<file path="src/rtl/ssemi_adc_decimator_cfg_loader_pkg.sv">
// Shared types and constants for the decimator configuration loader.
// The optional checksum (macro SSEMI_CFG_LOADER_CHECKSUM_EN) lives in the top.
package ssemi_adc_decimator_cfg_pkg;

    localparam int DEF_TABLE_DEPTH    = 16;
    localparam int DEF_TIMEOUT_CYCLES = 1024;
    localparam int DEF_CFG_ADDR_WIDTH = 8;
    localparam int DEF_CFG_DATA_WIDTH = 32;

    typedef enum logic [2:0] {
        ST_IDLE,
        ST_FETCH,
        ST_ISSUE,
        ST_DONE,
        ST_ERROR
    } state_t;

    typedef logic [1:0] err_t;

    localparam err_t ERR_NONE    = 2'd0;
    localparam err_t ERR_TIMEOUT = 2'd1;
    localparam err_t ERR_BAD_LEN = 2'd2;
    localparam err_t ERR_ABORT   = 2'd3;

endpackage

</file>
<file path="src/rtl/ssemi_adc_decimator_cfg_loader_if.sv">
// Valid/ready configuration port towards the decimator (address + data).
interface ssemi_adc_decimator_cfg_loader_if
    import ssemi_adc_decimator_cfg_pkg::*;
#(
    parameter int AW = DEF_CFG_ADDR_WIDTH,
    parameter int DW = DEF_CFG_DATA_WIDTH
);
    logic          valid;
    logic [AW-1:0] addr;
    logic [DW-1:0] data;
    logic          ready;

    modport master (output valid, addr, data, input ready);
    modport slave  (input valid, addr, data, output ready);
endinterface

</file>
<file path="src/rtl/ssemi_cfg_table.sv">
// Entry table: DEPTH rows of (addr, data), synchronous write, registered read.
// The read register only updates when i_re is high so the issued entry holds
// still while the handshake is pending.
module ssemi_cfg_table
    import ssemi_adc_decimator_cfg_pkg::*;
#(
    parameter int DEPTH = DEF_TABLE_DEPTH,
    parameter int AW    = DEF_CFG_ADDR_WIDTH,
    parameter int DW    = DEF_CFG_DATA_WIDTH,
    localparam int IW   = $clog2(DEPTH)
)(
    input  logic          i_clk,
    input  logic          i_rst_n,
    input  logic          i_we,
    input  logic [IW-1:0] i_wr_idx,
    input  logic [AW-1:0] i_wr_addr,
    input  logic [DW-1:0] i_wr_data,
    input  logic          i_re,
    input  logic [IW-1:0] i_rd_idx,
    output logic [AW-1:0] o_rd_addr,
    output logic [DW-1:0] o_rd_data
);
    logic [AW-1:0]    addr_mem [DEPTH];
    logic [DW-1:0]    data_mem [DEPTH];
    logic [DEPTH-1:0] row_we;

    generate
        for (genvar gi = 0; gi < DEPTH; gi++) begin : g_row_we
            assign row_we[gi] = i_we && (i_wr_idx == IW'(gi));
        end
    endgenerate

    // Row storage: cleared on reset, written when the row is selected
    always_ff @(posedge i_clk or negedge i_rst_n) begin
        if (!i_rst_n) begin
            for (int i = 0; i < DEPTH; i++) begin
                addr_mem[i] <= '0;
                data_mem[i] <= '0;
            end
        end else begin
            for (int i = 0; i < DEPTH; i++) begin
                if (row_we[i]) begin
                    addr_mem[i] <= i_wr_addr;
                    data_mem[i] <= i_wr_data;
                end
            end
        end
    end

    // Registered read port, updated only on request
    always_ff @(posedge i_clk or negedge i_rst_n) begin
        if (!i_rst_n) begin
            o_rd_addr <= '0;
            o_rd_data <= '0;
        end else if (i_re) begin
            o_rd_addr <= addr_mem[i_rd_idx];
            o_rd_data <= data_mem[i_rd_idx];
        end
    end

endmodule

</file>
<file path="src/rtl/ssemi_adc_decimator_cfg_loader.sv">
// Configuration loader: issues a pre-loaded (addr, data) table over the
// decimator config handshake with timeout, abort and progress reporting.
// Optional running checksum of accepted data: SSEMI_CFG_LOADER_CHECKSUM_EN.
module ssemi_adc_decimator_cfg_loader
    import ssemi_adc_decimator_cfg_pkg::*;
#(
    parameter int TABLE_DEPTH    = DEF_TABLE_DEPTH,
    parameter int TIMEOUT_CYCLES = DEF_TIMEOUT_CYCLES,
    parameter int CFG_ADDR_WIDTH = DEF_CFG_ADDR_WIDTH,
    parameter int CFG_DATA_WIDTH = DEF_CFG_DATA_WIDTH,
    localparam int IW            = $clog2(TABLE_DEPTH)
)(
    input  logic                      i_clk,
    input  logic                      i_rst_n,
    input  logic                      i_tbl_we,
    input  logic [IW-1:0]             i_tbl_idx,
    input  logic [CFG_ADDR_WIDTH-1:0] i_tbl_addr,
    input  logic [CFG_DATA_WIDTH-1:0] i_tbl_data,
    input  logic [IW:0]               i_num_entries,
    input  logic                      i_start,
    input  logic                      i_abort,
    ssemi_adc_decimator_cfg_loader_if.master cfg,
    output logic                      o_busy,
    output logic                      o_done,
    output logic                      o_error,
    output logic [1:0]                o_error_type,
    output logic [IW:0]               o_progress,
    output logic [CFG_DATA_WIDTH-1:0] o_checksum
);
    localparam int              TW        = $clog2(TIMEOUT_CYCLES) + 1;
    localparam logic [IW:0]     DEPTH_LIM = (IW+1)'(TABLE_DEPTH);
    localparam logic [TW-1:0]   TMO_LAST  = TW'(TIMEOUT_CYCLES - 1);

    state_t                    state_reg;
    logic [IW-1:0]             idx_reg;
    logic [IW:0]               num_reg;
    logic [IW:0]               progress_reg;
    logic [TW-1:0]             tmo_cnt_reg;
    logic                      valid_reg;
    logic                      busy_reg;
    logic                      done_reg;
    logic                      error_reg;
    err_t                      err_type_reg;
    logic [CFG_ADDR_WIDTH-1:0] tbl_rd_addr;
    logic [CFG_DATA_WIDTH-1:0] tbl_rd_data;
    logic                      accept;
    logic                      start_ok;

    assign accept   = valid_reg && cfg.ready;
    assign start_ok = (state_reg == ST_IDLE) && i_start;

    // Writes are only honoured while idle; the fetch reads one cycle after
    // start, so a write issued alongside start is already visible.
    ssemi_cfg_table #(
        .DEPTH (TABLE_DEPTH),
        .AW    (CFG_ADDR_WIDTH),
        .DW    (CFG_DATA_WIDTH)
    ) u_table (
        .i_clk     (i_clk),
        .i_rst_n   (i_rst_n),
        .i_we      (i_tbl_we && !busy_reg),
        .i_wr_idx  (i_tbl_idx),
        .i_wr_addr (i_tbl_addr),
        .i_wr_data (i_tbl_data),
        .i_re      (state_reg == ST_FETCH),
        .i_rd_idx  (idx_reg),
        .o_rd_addr (tbl_rd_addr),
        .o_rd_data (tbl_rd_data)
    );

    // Sequencer: start checks, fetch/issue loop, timeout, abort, status
    always_ff @(posedge i_clk or negedge i_rst_n) begin
        if (!i_rst_n) begin
            state_reg    <= ST_IDLE;
            idx_reg      <= '0;
            num_reg      <= '0;
            progress_reg <= '0;
            tmo_cnt_reg  <= '0;
            valid_reg    <= 1'b0;
            busy_reg     <= 1'b0;
            done_reg     <= 1'b0;
            error_reg    <= 1'b0;
            err_type_reg <= ERR_NONE;
        end else begin
            done_reg <= 1'b0;
            case (state_reg)
                ST_IDLE: begin
                    if (i_start) begin
                        error_reg    <= 1'b0;
                        err_type_reg <= ERR_NONE;
                        progress_reg <= '0;
                        idx_reg      <= '0;
                        num_reg      <= i_num_entries;
                        busy_reg     <= 1'b1;
                        if (i_num_entries == '0) begin
                            state_reg <= ST_DONE;
                            done_reg  <= 1'b1;
                        end else if (i_num_entries > DEPTH_LIM) begin
                            state_reg    <= ST_ERROR;
                            error_reg    <= 1'b1;
                            err_type_reg <= ERR_BAD_LEN;
                        end else begin
                            state_reg <= ST_FETCH;
                        end
                    end
                end
                ST_FETCH: begin
                    if (i_abort) begin
                        state_reg    <= ST_ERROR;
                        error_reg    <= 1'b1;
                        err_type_reg <= ERR_ABORT;
                    end else begin
                        valid_reg   <= 1'b1;
                        tmo_cnt_reg <= '0;
                        state_reg   <= ST_ISSUE;
                    end
                end
                ST_ISSUE: begin
                    // An accepted transfer counts even if abort arrives with it
                    if (accept) begin
                        progress_reg <= progress_reg + 1'b1;
                        idx_reg      <= idx_reg + 1'b1;
                        valid_reg    <= 1'b0;
                    end
                    if (i_abort) begin
                        valid_reg    <= 1'b0;
                        state_reg    <= ST_ERROR;
                        error_reg    <= 1'b1;
                        err_type_reg <= ERR_ABORT;
                    end else if (accept) begin
                        if (progress_reg + 1'b1 == num_reg) begin
                            state_reg <= ST_DONE;
                            done_reg  <= 1'b1;
                        end else begin
                            state_reg <= ST_FETCH;
                        end
                    end else if (tmo_cnt_reg == TMO_LAST) begin
                        valid_reg    <= 1'b0;
                        state_reg    <= ST_ERROR;
                        error_reg    <= 1'b1;
                        err_type_reg <= ERR_TIMEOUT;
                    end else begin
                        tmo_cnt_reg <= tmo_cnt_reg + 1'b1;
                    end
                end
                ST_DONE: begin
                    busy_reg  <= 1'b0;
                    state_reg <= ST_IDLE;
                end
                ST_ERROR: begin
                    busy_reg  <= 1'b0;
                    state_reg <= ST_IDLE;
                end
                default: begin
                    busy_reg  <= 1'b0;
                    valid_reg <= 1'b0;
                    state_reg <= ST_IDLE;
                end
            endcase
        end
    end

`ifdef SSEMI_CFG_LOADER_CHECKSUM_EN
    logic [CFG_DATA_WIDTH-1:0] checksum_reg;

    // Wrapping sum of accepted data, restarted by each accepted start
    always_ff @(posedge i_clk or negedge i_rst_n) begin
        if (!i_rst_n) begin
            checksum_reg <= '0;
        end else if (start_ok) begin
            checksum_reg <= '0;
        end else if (accept) begin
            checksum_reg <= checksum_reg + tbl_rd_data;
        end
    end

    assign o_checksum = checksum_reg;
`else
    logic unused_start_ok;
    assign unused_start_ok = start_ok;
    assign o_checksum      = '0;
`endif

    assign cfg.valid    = valid_reg;
    assign cfg.addr     = tbl_rd_addr;
    assign cfg.data     = tbl_rd_data;
    assign o_busy       = busy_reg;
    assign o_done       = done_reg;
    assign o_error      = error_reg;
    assign o_error_type = err_type_reg;
    assign o_progress   = progress_reg;

endmodule

</file>
<file path="src/flat_wrapper.sv">
// flat-port wrapper written by rule: the top's interface ports become plain ports
module ssemi_adc_decimator_cfg_loader_flat import ssemi_adc_decimator_cfg_pkg::*;
#(
    parameter int TABLE_DEPTH    = DEF_TABLE_DEPTH,
    parameter int TIMEOUT_CYCLES = DEF_TIMEOUT_CYCLES,
    parameter int CFG_ADDR_WIDTH = DEF_CFG_ADDR_WIDTH,
    parameter int CFG_DATA_WIDTH = DEF_CFG_DATA_WIDTH,
    localparam int IW            = $clog2(TABLE_DEPTH)
)
  (i_clk, i_rst_n, i_tbl_we, i_tbl_idx, i_tbl_addr, i_tbl_data, i_num_entries, i_start, i_abort, o_busy, o_done, o_error, o_error_type, o_progress, o_checksum, cfg_valid, cfg_addr, cfg_data, cfg_ready);
  ssemi_adc_decimator_cfg_loader_if #(.AW((8)), .DW((32))) cfg_i ();
  input  logic i_clk;
  input  logic i_rst_n;
  input  logic i_tbl_we;
  input  logic [IW-1:0] i_tbl_idx;
  input  logic [CFG_ADDR_WIDTH-1:0] i_tbl_addr;
  input  logic [CFG_DATA_WIDTH-1:0] i_tbl_data;
  input  logic [IW:0] i_num_entries;
  input  logic i_start;
  input  logic i_abort;
  output logic o_busy;
  output logic o_done;
  output logic o_error;
  output logic [1:0] o_error_type;
  output logic [IW:0] o_progress;
  output logic [CFG_DATA_WIDTH-1:0] o_checksum;
  output wire logic [$bits(cfg_i.valid)-1:0] cfg_valid;
  output wire logic [$bits(cfg_i.addr)-1:0] cfg_addr;
  output wire logic [$bits(cfg_i.data)-1:0] cfg_data;
  input wire logic [$bits(cfg_i.ready)-1:0] cfg_ready;
  assign cfg_valid = cfg_i.valid;
  assign cfg_addr = cfg_i.addr;
  assign cfg_data = cfg_i.data;
  assign cfg_i.ready = cfg_ready;
  ssemi_adc_decimator_cfg_loader #(.TABLE_DEPTH(TABLE_DEPTH), .TIMEOUT_CYCLES(TIMEOUT_CYCLES), .CFG_ADDR_WIDTH(CFG_ADDR_WIDTH), .CFG_DATA_WIDTH(CFG_DATA_WIDTH)) u_core (.i_clk(i_clk), .i_rst_n(i_rst_n), .i_tbl_we(i_tbl_we), .i_tbl_idx(i_tbl_idx), .i_tbl_addr(i_tbl_addr), .i_tbl_data(i_tbl_data), .i_num_entries(i_num_entries), .i_start(i_start), .i_abort(i_abort), .cfg(cfg_i), .o_busy(o_busy), .o_done(o_done), .o_error(o_error), .o_error_type(o_error_type), .o_progress(o_progress), .o_checksum(o_checksum));
endmodule
</file>
<file path="config.mk">
export PLATFORM = sky130hd
export DESIGN_NAME = ssemi_adc_decimator_cfg_loader_flat
export DESIGN_NICKNAME = d
export VERILOG_FILES = /design/src/rtl/ssemi_adc_decimator_cfg_loader_pkg.sv /design/src/rtl/ssemi_adc_decimator_cfg_loader_if.sv /design/src/rtl/ssemi_cfg_table.sv /design/src/rtl/ssemi_adc_decimator_cfg_loader.sv /design/src/flat_wrapper.sv
export SDC_FILE = /design/constraint.sdc
export NUM_CORES = 1
export LEC_CHECK = 0
export CAP_MARGIN = 10
export CORE_ASPECT_RATIO = 1.4
export CORE_UTILIZATION = 50
export CTS_CLUSTER_DIAMETER = 100
export DETAILED_ROUTE_END_ITERATION = 7
export GPL_TIMING_DRIVEN = 1
export PLACE_DENSITY = 0.8
export SLEW_MARGIN = 20
export SYNTH_ARGS = -nofsm -noshare
export SYNTH_HDL_FRONTEND = slang
export SYNTH_SLANG_ARGS = --single-unit
</file>
<file path="constraint.sdc">
create_clock -name i_clk -period 2.1 [get_ports i_clk]
set_clock_uncertainty 0.15 [all_clocks]
set_input_delay 0.525 -clock i_clk [delete_from_list [all_inputs] [get_ports i_clk]]
set_output_delay 0.525 -clock i_clk [all_outputs]
set_load 0.005 [all_outputs]
</file>
==> results.toml, run 1 <==
[power]
power_frac_comb = 0.273
intPower_mw = 34.6
p_switching_mw = 13.0
p_seq_frac = 0.465
p_per_area_nw_per_um2 = 1200
switching_share = 0.274
ir_drop_mv = 0.599
pwr-share-clk = 0.263
p_leak_nw = 18.0
total_power_mw = 47.6

[min_path]
worst_hold_path_type = "input pin to async pin"

[final_layout]
top_register = "u_core.u_table.data_mem"
area_delta_synth_final_pct = 24.1
layout.nets = 2448
drive_gt1_frac = 0.534
largest_reg_flops = 512
final_area_um2 = 39600
reg_top3 = "u_core.u_table.data_mem x512, u_core.u_table.addr_mem x128, u_core.u_table.o_rd_data x32"
seqCellArea_um2 = 17900
multiInputGateArea_um2 = 13800
fill_cells = 4250

[synthesis]
synth_edf_count = 0
ys_seq_area_frac = 0.560
synth_top_cell_by_area = "dfrtp_1"
synth_warnings = 0
synth_area_leaders = "dfrtp_1, mux2_2, mux4_2, clkbuf_1, nor2b_1"
synth-async-reset-ratio = 1.00
avgSynthCellArea_um2 = 15.1
post-synth-top-count-cell = "dfrtp_1"
synth.top_cell.area_share = 0.560
ys_types = 50
synth_cells = 2113
ys_seq_elements = 714
syn-cell-area_um2 = 31900
synth_commonest_cells = "dfrtp_1, mux2_2, mux4_2, clkbuf_1, nor2_1"
synthFlopType = "dfrtp_1"

[sta]
hold_viol_final = 0
slew_headroom = 0.585
drv_slew = 0
period_share = 1.10
layout_min_cycle_time_ns = 2.31
setup_viol = 28
rsz0062_at_grt = "yes"
fmax_ghz = 0.434
fin_ws_ns = -0.206
worstMarginPinSlew_ns = 0.620

[worst_setup_path]
start_kind = "register"
required_ns = 2.45
crit_arrival_ns = 2.65
worstReg2RegStart = "u_core.tmo_cnt_reg[0]"
worstSetupPathType = "register to register"
critPathMaxFanout = 3
r2r_end = "u_core.o_error_type[0]"
worstSetupStartpoint = "u_core.tmo_cnt_reg[0]"
r2r_setup_slack_ns = -0.21
crit_path_end_kind = "register"
rr_worst_depth = 6

[job]
drv_cap = 0

[placement]
dpl.hpwl_um = 48200
place_area_um2 = 35500
io_buffer_count = 105
finalWeightedCongestion = 0.814

[global_route]
grt_pass1_vias = 21600
busiest_layer = "met2"
grt_use_met2 = 0.447
grt_max_degree = 80
use_met3 = 0.0359
gr-total-overflow = 0
antenna_found_initial = 5
grt_use_total = 0.255
grt_pass1_wl_um = 127000
grtUsageMet1 = 0.320

[die]
die_h_um = 301
dieArea_um2 = 64800
core_um2 = 63100
die_w_um = 215
pin_count = 138
rows = 109
initial_core_util = 0.505

[clocking]
clock_sinks = 714
cts_made_buffers = 67
cts_tree = "built"
clk_latency_ns = 0.61
root_buffer = "clkbuf_16"
path_clk_slew_ns = 0.06
h-tree-depth = 3
clockBufferDepth = 3

[routing]
drtIter0Drc = 1543
ant_nets = 0
drc_errors = 0
drt_pre_antenna_iters = 5
routedWlPerCell_um = 25.8
routed_wl_um = 84300
vias = 20000
viasPerCell = 6.10

[run_status]
outcome = "complete, but fails checks"
failed_checks = "negative setup slack"
worst max-delay path: stages (launching register included):
cell      delay (ns)
dfrtp_1         0.36
ha_2            0.19
nand4_1         0.12
or4b_4          0.52
buf_6           0.14
a2111o_1        0.41
mux2_4          0.31
timing repair:
item,4_1_cts,5_1_grt
endpoints found under the hold margin,83,0
buffers inserted,40,32
gates cloned,9,10
resized for setup,141,114
setup endpoints to repair,101,435
pin swaps,44,50
hold buffers,1,0
power by group through the flow:
| stage | clock, mW | sequential [mW] | combinational [mW] |
|---|---|---|---|
| floorplan | 0 | 21.0 | 8.17 |
| detailed placement | 0 | 22.1 | 11.6 |
| global placement | 0 | 21.5 | 11.0 |
| finish | 12.5 | 22.1 | 13.0 |
| global route | 13.2 | 22.6 | 13.9 |
| CTS | 12.6 | 21.9 | 12.3 |
through the flow:
stage | utilization | hold slack (ns) | TNS, ns | instances | worst slack, ns
after floorplan | - | 0.0794 | -0.152 | 2144 | -0.108
after global placement | 0.563 | 0.272 | -261.05 | 3070 | -0.502
after detailed placement | 0.563 | 0.275 | -273.36 | 3070 | -0.531
after CTS | 0.612 | 0.248 | -1.24 | 3234 | -0.192
after global routing | 0.627 | 0.262 | -3.92 | 3272 | -0.270
final | 0.627 | 0.251 | -2.12 | 3272 | -0.206
layout by cell type, fill, tap and decap left out, types with 13 or more instances in the layout:
cell / Yosys / final
dlygate4sd2_1: 0 / 50
mux4_2: 159 / 159
mux2_4: 1 / 13
nor3_1: 42 / 36
buf_12: 0 / 73
nor2_1: 58 / 56
conb_1: 1 / 32
clkbuf_8: 0 / 18
nor2b_1: 46 / 32
buf_6: 0 / 25
clkbuf_1: 135 / 14
dfrtp_1: 714 / 708
buf_4: 32 / 152
a211oi_2: 0 / 37
mux2_2: 640 / 628
nand2_1: 37 / 26
o22ai_2: 0 / 18
clkdlybuf4s50_1: 0 / 52
o22ai_1: 39 / 21
clkbuf_16: 0 / 77
nor2b_4: 0 / 14
metal layers:
| metal | wire [µm] | share of wire |
|---|---|---|
| met5 | 58 | 0.00069 |
| met4 | 2930 | 0.035 |
| met3 | 4240 | 0.050 |
| met2 | 44000 | 0.52 |
| met1 | 33100 | 0.39 |
logic make-up (layout without fill, tap and decap cells):
kind of cell / Yosys count / in the layout / share of synthesized area
buffers and inverters: 213 / 508 / 0.0300
other: 1 / 33 / 0.000118
adder cells (fa/ha/maj): 3 / 3 / 0.00118
XOR/XNOR: 8 / 8 / 0.00220
AO/OA/AOI/OAI: 127 / 127 / 0.0267
multiplexers: 811 / 811 / 0.342
AND/OR/NAND/NOR: 236 / 236 / 0.0374
flip-flops: 714 / 714 / 0.560
area by class of cell:
class	count	area share
diodes	1	0.0000632
clock buffers	101	0.0512
clock inverters	17	0.00559
inverters	4	0.000379
multi-input cells	1217	0.350
flip-flops and latches	714	0.452
well taps	832	0.0263
repair buffers	386	0.115
how the worst max path moves through the flow:
| stage | end | slack, ns |
|---|---|---|
| floorplan | u_core.o_error_type[0] | -0.11 |
| global placement | u_core.u_table.data_mem[403] | -0.50 |
| detailed placement | u_core.u_table.data_mem[267] | -0.53 |
| CTS | u_core.o_error_type[0] | -0.19 |
| global route | u_core.o_error_type[0] | -0.27 |
| finish | u_core.o_error_type[0] | -0.21 |
No activity file was read; power rests on OpenSTA's default activity.
==> inputs of run 2 (changes only) <==
--- a/config.mk
+++ b/config.mk
@@ -5,6 +5,7 @@
 export SDC_FILE = /design/constraint.sdc
 export NUM_CORES = 1
 export LEC_CHECK = 0
+export ABC_AREA = 0
 export CAP_MARGIN = 10
 export CORE_ASPECT_RATIO = 1.4
 export CORE_UTILIZATION = 50
==> results of run 2 <==
Final layout, timing and power as in run 1 (identical DEF).
